File: src/rtl/ixc_ev_sched_if.sv
// Event scheduler bus: event capture inputs, emulator stop/ack handshake,
// and the grant/pending/overflow status outputs. master = host side, slave = scheduler.
interface ixc_ev_sched_if #(
  parameter int NUM_EV = 4,
  parameter int ID_W   = 2
);
  logic              enable;
  logic [NUM_EV-1:0] ev_req;
  logic              stop_done;
  logic              emu_ack;
  logic              ovf_clr;
  logic              stop_req;
  logic              ev_valid;
  logic [ID_W-1:0]   ev_id;
  logic [NUM_EV-1:0] pend;
  logic [NUM_EV-1:0] ovf;

  modport master (
    output enable, ev_req, stop_done, emu_ack, ovf_clr,
    input  stop_req, ev_valid, ev_id, pend, ovf
  );

  modport slave (
    input  enable, ev_req, stop_done, emu_ack, ovf_clr,
    output stop_req, ev_valid, ev_id, pend, ovf
  );
endinterface

File: src/rtl/ixc_ev_sched.sv
// Round-robin event scheduler: captures event pulses, halts the emulator,
// presents one event for host service. Ports: clk, rst (async high), io_if (slave).
module ixc_ev_sched #(
  parameter int NUM_EV = 4,
  parameter int ID_W   = 2
) (
  input  logic            clk,
  input  logic            rst,
  ixc_ev_sched_if.slave   io_if
);

  typedef enum logic [1:0] {
    S_IDLE,
    S_STOP,
    S_WAIT,
    S_REL
  } state_t;

  state_t            r_state;
  state_t            w_nxt;
  logic [NUM_EV-1:0] r_pend;
  logic [NUM_EV-1:0] r_ovf;
  logic [NUM_EV-1:0] w_set;
  logic [NUM_EV-1:0] w_clr;
  logic [NUM_EV-1:0] w_ovf_set;
  logic [ID_W-1:0]   r_ev_id;
  logic [ID_W-1:0]   r_rr_ptr;
  logic [ID_W-1:0]   w_gnt_id;
  logic              w_gnt_vld;
  logic              r_stop;
  logic              r_valid;

  // Scan from the highest offset down so the
  // nearest set bit above rr_ptr is written last.
  always_comb begin : rr_pick
    logic [ID_W-1:0] idx;
    idx       = '0;
    w_gnt_vld = 1'b0;
    w_gnt_id  = '0;
    for (int k = NUM_EV - 1; k >= 0; k--) begin
      idx = ID_W'((int'(r_rr_ptr) + k) % NUM_EV);
      if (r_pend[idx]) begin
        w_gnt_vld = 1'b1;
        w_gnt_id  = idx;
      end
    end
  end

  always_comb begin : fsm_nxt
    w_nxt = r_state;
    w_clr = '0;
    unique case (r_state)
      S_IDLE: begin
        if (w_gnt_vld) begin
          w_nxt = S_STOP;
          w_clr = NUM_EV'(1) << w_gnt_id;
        end
      end
      S_STOP: begin
        if (io_if.stop_done) w_nxt = S_WAIT;
      end
      S_WAIT: begin
        if (io_if.emu_ack) w_nxt = S_REL;
      end
      S_REL: begin
        w_nxt = S_IDLE;
      end
      default: begin
        w_nxt = S_IDLE;
      end
    endcase
  end

  assign w_set     = io_if.enable ? io_if.ev_req : '0;
  // A grant clearing the same bit is not an overflow; the set re-queues it.
  assign w_ovf_set = w_set & r_pend & ~w_clr;

  always_ff @(posedge clk or posedge rst) begin
    if (rst) begin
      r_state <= S_IDLE;
    end else begin
      r_state <= w_nxt;
    end
  end

  always_ff @(posedge clk or posedge rst) begin
    if (rst) begin
      r_pend   <= '0;
      r_ovf    <= '0;
      r_ev_id  <= '0;
      r_rr_ptr <= '0;
      r_stop   <= 1'b0;
      r_valid  <= 1'b0;
    end else begin
      r_pend <= (r_pend & ~w_clr) | w_set;
      r_ovf  <= (io_if.ovf_clr ? '0 : r_ovf) | w_ovf_set;
      if (r_state == S_IDLE && w_gnt_vld) begin
        r_ev_id <= w_gnt_id;
      end
      if (r_state == S_REL) begin
        r_rr_ptr <= (r_ev_id == ID_W'(NUM_EV - 1)) ?
                    '0 : r_ev_id + 1'b1;
      end
      // Outputs are flopped state decodes, one cycle behind the state.
      r_stop  <= (r_state == S_STOP) || (r_state == S_WAIT);
      r_valid <= (r_state == S_WAIT);
    end
  end

  assign io_if.stop_req = r_stop;
  assign io_if.ev_valid = r_valid;
  assign io_if.ev_id    = r_ev_id;
  assign io_if.pend     = r_pend;
  assign io_if.ovf      = r_ovf;

endmodule

File: src/flat_wrapper.sv
// flat-port wrapper written by rule: the top's interface ports become plain ports
module ixc_ev_sched_flat 
#(
  parameter int NUM_EV = 4,
  parameter int ID_W   = 2
)
  (clk, rst, io_if_enable, io_if_ev_req, io_if_stop_done, io_if_emu_ack, io_if_ovf_clr, io_if_stop_req, io_if_ev_valid, io_if_ev_id, io_if_pend, io_if_ovf);
  ixc_ev_sched_if #(.NUM_EV(NUM_EV), .ID_W(ID_W)) io_if_i ();
  input  logic clk;
  input  logic rst;
  input wire logic [$bits(io_if_i.enable)-1:0] io_if_enable;
  input wire logic [$bits(io_if_i.ev_req)-1:0] io_if_ev_req;
  input wire logic [$bits(io_if_i.stop_done)-1:0] io_if_stop_done;
  input wire logic [$bits(io_if_i.emu_ack)-1:0] io_if_emu_ack;
  input wire logic [$bits(io_if_i.ovf_clr)-1:0] io_if_ovf_clr;
  output wire logic [$bits(io_if_i.stop_req)-1:0] io_if_stop_req;
  output wire logic [$bits(io_if_i.ev_valid)-1:0] io_if_ev_valid;
  output wire logic [$bits(io_if_i.ev_id)-1:0] io_if_ev_id;
  output wire logic [$bits(io_if_i.pend)-1:0] io_if_pend;
  output wire logic [$bits(io_if_i.ovf)-1:0] io_if_ovf;
  assign io_if_i.enable = io_if_enable;
  assign io_if_i.ev_req = io_if_ev_req;
  assign io_if_i.stop_done = io_if_stop_done;
  assign io_if_i.emu_ack = io_if_emu_ack;
  assign io_if_i.ovf_clr = io_if_ovf_clr;
  assign io_if_stop_req = io_if_i.stop_req;
  assign io_if_ev_valid = io_if_i.ev_valid;
  assign io_if_ev_id = io_if_i.ev_id;
  assign io_if_pend = io_if_i.pend;
  assign io_if_ovf = io_if_i.ovf;
  ixc_ev_sched #(.NUM_EV(NUM_EV), .ID_W(ID_W)) u_core (.clk(clk), .rst(rst), .io_if(io_if_i));
endmodule
File: config.mk
export PLATFORM = sky130hd
export DESIGN_NAME = ixc_ev_sched_flat
export DESIGN_NICKNAME = d
export VERILOG_FILES = /design/src/rtl/ixc_ev_sched_if.sv /design/src/rtl/ixc_ev_sched.sv /design/src/flat_wrapper.sv
export SDC_FILE = /design/constraint.sdc
export NUM_CORES = 1
export LEC_CHECK = 0
export ABC_CLOCK_PERIOD_IN_PS = 3620
export BUFFER_PORTS_ARGS = -buffer_cell sky130_fd_sc_hd__buf_4
export CAP_MARGIN = 20
export CORE_MARGIN = 2
export CORE_UTILIZATION = 41
export DETAILED_ROUTE_END_ITERATION = 7
export PLACE_DENSITY_LB_ADDON = 0.08
export RECOVER_POWER = 50
export SLEW_MARGIN = 25
export SYNTH_ARGS = -nofsm -noshare
export SYNTH_HDL_FRONTEND = slang
export SYNTH_SLANG_ARGS = --single-unit
File: constraint.sdc
create_clock -name clk -period 3.62 [get_ports clk]
set_input_delay 0 -clock clk [delete_from_list [all_inputs] [get_ports clk]]
set_output_delay 0 -clock clk [all_outputs]
set_load 0.02 [all_outputs]
==> impl_metrics.csv, run 1 <==
group,metric,value,unit
run_status,status,"finished, final reports clean",
final_layout,nFillCells,167,
yosys,synth_seq_cells,16,
clock_network,path_clk_slew,90,ps
sta,rsz0062_at_grt,"false",
floorplanning,rows,15,
floorplanning,core,0.00175,mm^2
setup_path,crit_arrival,2470,ps
setup_path,worstSetupPathType,"reg -> reg",
sta,fmax,434,MHz
setup_path,crit_path_max_fanout,6,
placed_design,gp_congestion,0.884,
global_route,grt_usage,17.1,%
sta,slew_violations,0,
clock_network,cts_max_level,1,
final_layout,fin_area,0.00106,mm^2
job,maxCapViolCount,0,
yosys,synth_flop_cell,"dfrtp_1",
clock_network,numCtsBuffers,3,
placed_design,place_hpwl,1120,um
floorplanning,fp.dieW,47.3,um
yosys,syn_area,769,um^2
pwr,power_density,809,mW/mm^2
pwr,vdd_ir_drop_max,377,uV
yosys,synth_top_area_share,52.0,%
placed_design,io_buffers,21,
sta,worst_pin_slew,590,ps
yosys,synth_area_leader_cell,"dfrtp_1",
clock_network,cts_resized,0,
yosys,async_flop_share,100,%
final_layout,final_nets,123,
yosys,netlist_top_cells_area,"dfrtp_1, ha_1, inv_1",
detailed_routing,antenna_left,0,
clock_network,cts.sinks,16,
floorplanning,fp.dieArea,0.00224,mm^2
yosys,synth.avg_cell_area,10.7,um^2
yosys,ys_types,21,
yosys,synth_commonest_cells,"dfrtp_1, inv_1, nand2_1, ha_1, nor2b_1",
detailed_routing,drt_pass1_iterations,4,
global_route,grt_max_degree,17,
min_path,worstHoldPathType,"in -> reg",
sta,finalCritPeriodShare,63.6,%
yosys,syn-instance-count,72,
setup_path,critPathCaptureType,"register",
sta,setup_violations,0,
sta,timing.setup.tns,0,ps
yosys,syn_nets,88,
pwr,p_leak,0.494,nW
yosys,seq_area_frac_synth,52.0,%
sta,hold_viol_final,0,
placed_design,placement.cell_area,958,um^2
sta,skew,7.23,ps
clock_network,clock-root-buffer,"clkbuf_4",
final_layout,antennaDiodeCount,0,
detailed_routing,postRouteWirelength,1520,um
detailed_routing,post_drt_wl_per_cell,11.6,um
sta,period_minus_slack,2300,ps
final_layout,areaGrowthSynthToFinish,38.0,%
floorplanning,start_util,44.1,%
clock_network,clockBufferDepth,2,
floorplanning,num_io_pins,22,
global_route,antenna_found_initial,0,
global_route,grt_pass1_vias,593,
setup_path,crit_required,3790,ps
floorplanning,fp.dieH,47.3,um
global_route,grt_overflow,0,
detailed_routing,drc,0,
clock_network,clk_latency,280,ps
final_layout,layout-drive-gt1-share,22.6,%
clock_network,cts_tree,"done",
detailed_routing,vias,643,
yosys,synth_most_common_cell,"dfrtp_1",
yosys,synth-edff-count,0,
global_route,grt_pass1_wl,2570,um
sta,max_slew_margin,60.7,%
yosys,yosysWarnings,0,
detailed_routing,drt_iter0_drc,17,
setup_path,critical_path.startpoint_type,"register",
detailed_routing,viasPerCell,4.91,
-- worst max-delay path: stages, from the launching register on --
cell	delay, ps
dfrtp_1	450
nor2b_1	170
or4_1	530
a21bo_1	240
o21ai_2	140
o22ai_1	90
dlygate4sd3_1	570
-- power breakdown --
| part | leakage [nW] | total, mW | switching (mW) | internal (mW) |
|---|---|---|---|---|
| registers | 0.186 | 0.323 | 0.0661 | 0.257 |
| clock network | 0.0210 | 0.116 | 0.0549 | 0.0612 |
| logic | 0.287 | 0.420 | 0.234 | 0.186 |
-- state kept, by name, summed over array words and instances, names as in the netlist --
| name | flops |
|---|---|
| u_core.io_if.ovf | 4 |
| u_core.io_if.pend | 4 |
| u_core.io_if.ev_id | 2 |
| u_core.r_rr_ptr | 2 |
| u_core.r_state | 2 |
| u_core.io_if.ev_valid | 1 |
| u_core.io_if.stop_req | 1 |
-- cell usage in the layout (no fill, tap or decap) --
cell / count
a21bo_1: 1
a21boi_1: 1
a222oi_1: 1
buf_4: 14
clkbuf_1: 6
clkbuf_4: 4
clkbuf_8: 1
dfrtp_1: 16
dlygate4sd3_1: 9
ha_1: 6
inv_1: 9
mux2_2: 3
nand2_1: 9
nand3_1: 1
nor2_1: 3
nor2b_1: 5
nor4_1: 1
o21a_1: 1
o21ai_0: 3
o21ai_1: 2
o21ai_2: 2
o22ai_1: 4
o32a_1: 1
o32ai_1: 1
or4_1: 1
or4b_1: 1
-- final timing paths --
check	slack, ps	cells after the start	startpoint	endpoint
setup reg to reg	1320	6	u_core.io_if.pend[0]$_DFF_PP0_	u_core.io_if.ovf[1]$_DFF_PP0_
setup / recovery	1320	6	u_core.io_if.pend[0]$_DFF_PP0_	u_core.io_if.ovf[1]$_DFF_PP0_
hold / removal	150	4	io_if_emu_ack	u_core.r_state[1]$_DFFE_PP0P_
hold reg to reg	540	2	u_core.io_if.ovf[3]$_DFF_PP0_	u_core.io_if.ovf[3]$_DFF_PP0_
max in group asynchronous	2910	3	rst	u_core.io_if.pend[3]$_DFF_PP0_
min in group asynchronous	320	3	rst	u_core.io_if.ovf[2]$_DFF_PP0_
-- repair_timing --
item / 4_1_cts / 5_1_grt
buffers inserted: 0 / 0
hold buffers: 9 / 0
hold endpoints to repair: 24 / 0
-- cell families after synthesis --
logic type,synth area share (%)
adders and majority gates,9.76
and+or+nand+nor,13.7
AOI/OAI and AO/OA,15.8
muxes,4.39
DFF,52.0
buffers and inverters,4.39
-- layout make-up --
class | instances | area [um^2] | area share (%)
repair buffers | 30 | 225 | 21.2
well taps | 25 | 31.3 | 2.94
multi-input cells | 47 | 335 | 31.6
clock buffers | 4 | 36.3 | 3.42
flip-flops and latches | 16 | 400 | 37.7
inverters | 9 | 33.8 | 3.18
-- metal layers --
metal	global-route usage (%)	routed length, um	up-vias
li1	-	-	320
met1	22.7	704	300
met2	26.5	734	21
met3	5.77	72	2
met4	5.00	10	0
met5	0	0	-
-- stage by stage --
step | power [mW] | hold WS [ps] | setup WS [ps] | std cells | util (%)
final | 0.859 | 145 | 1320 | 131 | 60.9
after detailed placement | 0.758 | 111 | 1930 | 118 | 54.9
after CTS | 0.888 | 137 | 1370 | 131 | 62.2
after global placement | 0.756 | 117 | 1940 | 118 | 54.9
after floorplan | 0.608 | -86.3 | 1930 | 72 | -
after global routing | 0.933 | 176 | 1210 | 131 | 60.9
Note: power is estimated with default switching activity, not from simulation.
==> run 2, diff against run 1 <==
ABC_AREA = 1   (was default)
ABC_CLOCK_PERIOD_IN_PS = 2300   (was 3620)
clock period = 2.3 ns   (was 3.62 ns; I/O delays follow)
==> impl_metrics.csv, run 2 <==
group,metric,value,unit
final_layout,final_common_cell,"nand2_1",
run_status,status,"finished, final reports clean",
setup_path,crit_required,2490,ps
clock_network,numCtsBuffers,3,
floorplanning,rows,18,
pwr,vdd_ir_drop_max,858,uV
sta,slew_violations,0,
yosys,seq_area_frac_synth,37.2,%
setup_path,crit_arrival,1850,ps
setup_path,r2r_setup_slack,640,ps
yosys,synth_flop_cell,"dfrtp_1",
floorplanning,fp.dieH,55.3,um
sta,timing.setup.tns,0,ps
detailed_routing,drt_pass1_iterations,4,
yosys,ys_types,20,
setup_path,critical_path_buf_inv_count,0,
setup_path,slowest_delay,610,ps
final_layout,final_nets,184,
final_layout,layout-drive-gt1-share,30.5,%
setup_path,path_cells,"nand2_1 > nand2_4 > nand2_4 > nand2_2 > nand2_1 > nand3_2 > nand2_4 > nor2_4 > nand2_2 > nand2_1 > nand2_1",
setup_path,rr_worst_depth,11,
sta,period_minus_slack,1660,ps
sta,finalCritPeriodShare,72.3,%
final_layout,areaGrowthSynthToFinish,27.3,%
detailed_routing,drc,0,
pwr,power_density,1500,mW/mm^2
clock_network,clock-root-buffer,"clkbuf_4",
placed_design,dp_cells,183,
global_route,antenna_found_initial,0,
global_route,grt_pass1_vias,1009,
yosys,syn_nets,149,
final_layout,final_core_util,55.4,%
min_path,hold_end,"u_core.io_if.ovf[3]$_DFF_PP0_",
placed_design,dp_slack,645,ps
clock_network,path_clk_slew,100,ps
global_route,grt_overflow,0,
placed_design,place_hpwl,1800,um
detailed_routing,vias,951,
min_path,worstHoldPathType,"in -> reg",
sta,fmax,601,MHz
yosys,syn-instance-count,133,
yosys,synth-edff-count,0,
yosys,async_flop_share,100,%
yosys,synth_top_area_share,37.2,%
yosys,synth_commonest_cells,"nand2_1, dfrtp_1, inv_1, nand2_2, nand3_1",
clock_network,clockBufferDepth,2,
yosys,syn_area,0.00108,mm^2
detailed_routing,viasPerCell,4.83,
clock_network,cts.sinks,16,
setup_path,crit_path_max_fanout,8,
sta,worst_slack,637,ps
yosys,yosysWarnings,0,
sta,max_slew_margin,57.6,%
detailed_routing,postRouteWirelength,2350,um
floorplanning,core,0.00248,mm^2
yosys,synth_most_common_cell,"nand2_1",
clock_network,cts_resized,0,
yosys,synth_seq_cells,16,
global_route,grt_usage,17.4,%
yosys,synth.avg_cell_area,8.10,um^2
setup_path,r2r-end,"u_core.io_if.ovf[2]$_DFF_PP0_",
setup_path,critPathCaptureType,"register",
global_route,grt_pass1_wl,4330,um
global_route,grt_max_degree,17,
sta,hold_viol_final,0,
clock_network,clk_latency,290,ps
floorplanning,start_util,43.5,%
final_layout,antennaDiodeCount,0,
sta,setup_violations,0,
yosys,netlist_top_cells_area,"dfrtp_1, nand2_1, nand2_2",
job,maxCapViolCount,0,
sta,skew,1.10,ps
yosys,synth_area_leader_cell,"dfrtp_1",
setup_path,critPathSlowestCell,"dfrtp_1",
floorplanning,fp.dieArea,0.00305,mm^2
setup_path,path_common_cell,"nand2_1",
final_layout,final_cells,197,
sta,rsz0062_at_grt,"false",
clock_network,cts_max_level,1,
setup_path,critical_path.startpoint_type,"register",
pwr,p_leak,0.733,nW
setup_path,cp_top_family,"simple AND/OR/NAND/NOR gates",
placed_design,gp_congestion,0.822,
sta,worst_pin_slew,635,ps
detailed_routing,post_drt_wl_per_cell,11.9,um
floorplanning,fp.dieW,55.3,um
final_layout,final_cell_mix,"nand2_1, dfrtp_1, nand2_2, inv_1, buf_4",
placed_design,io_buffers,21,
setup_path,worstSetupPathType,"reg -> reg",
setup_path,timing.rr.start,"u_core.r_rr_ptr[0]$_DFFE_PP0N_",
floorplanning,num_io_pins,22,
clock_network,cts_tree,"done",
detailed_routing,antenna_left,0,
detailed_routing,drt_iter0_drc,10,
min_path,min_path_cells,5,
min_path,hp-start,"io_if_enable",
-- run 2: routing by layer --
layer  GRT usage [%]  vias up  share of wire (%)
li1                -      483                  -
met1            22.4      447                 48
met2            28.7       14                 48
met3            2.34        7                1.9
met4            8.36        0                2.2
met5               0        -                  0
-- run 2: per-stage QoR --
stage	total power, mW	area [um^2]	hold slack (ps)
finish	2.06	1370	76.8
global route	2.25	1370	104
CTS	2.11	1400	65.1
detailed placement	1.90	1260	133
global placement	1.88	1260	125
floorplan	1.57	1080	-86.3
-- run 2: power by group --
part | total, mW | internal (mW) | switching [mW]
combinational | 1.33 | 0.464 | 0.870
clock | 0.190 | 0.0964 | 0.0940
sequential | 0.532 | 0.407 | 0.125
-- run 2: final cells by class --
class	instances	area [um^2]
flip-flops and latches	16	400
clock buffers	4	36.3
well taps	30	37.5
multi-input cells	98	588
fillers	253	1110
repair buffers	31	231
inverters	18	77.6
-- run 2: worst max path at each step --
stage,start,end,slack [ps],cells after the start
2_1_floorplan,u_core.io_if.pend[1]$_DFF_PP0_,u_core.io_if.pend[1]$_DFF_PP0_,870,11
3_3_place_gp,u_core.r_rr_ptr[0]$_DFFE_PP0N_,u_core.io_if.ovf[2]$_DFF_PP0_,660,11
3_5_place_dp,u_core.r_rr_ptr[0]$_DFFE_PP0N_,u_core.io_if.ovf[2]$_DFF_PP0_,650,11
4_1_cts,u_core.r_rr_ptr[0]$_DFFE_PP0N_,u_core.io_if.ovf[2]$_DFF_PP0_,630,11
5_1_grt,u_core.r_rr_ptr[0]$_DFFE_PP0N_,u_core.io_if.ovf[1]$_DFF_PP0_,510,11
6_report,u_core.r_rr_ptr[0]$_DFFE_PP0N_,u_core.io_if.ovf[2]$_DFF_PP0_,640,11
-- run 2: kinds of logic after synthesis --
kind of cell / Yosys count / synth area share [%]
flip-flops: 16 / 37.2
buffers and inverters: 19 / 8.25
adder cells (fa/ha/maj): 6 / 6.97
AND/OR/NAND/NOR: 83 / 42.3
AO/OA/AOI/OAI: 9 / 5.34
-- run 2: worst register-to-register path, stage by stage, from the launching register on --
cell     delay, ps
dfrtp_1        610
nand2_1        190
nand2_4        130
nand2_4         60
nand2_2         60
nand2_1         60
nand3_2         90
nand2_4         70
nor2_4         120
nand2_2         70
nand2_1         60
nand2_1         50
-- run 2: timing repair --
action                    4_1_cts  5_1_grt
hold endpoints to repair       23        0
hold buffers                   10        0
setup buffers                   0        0
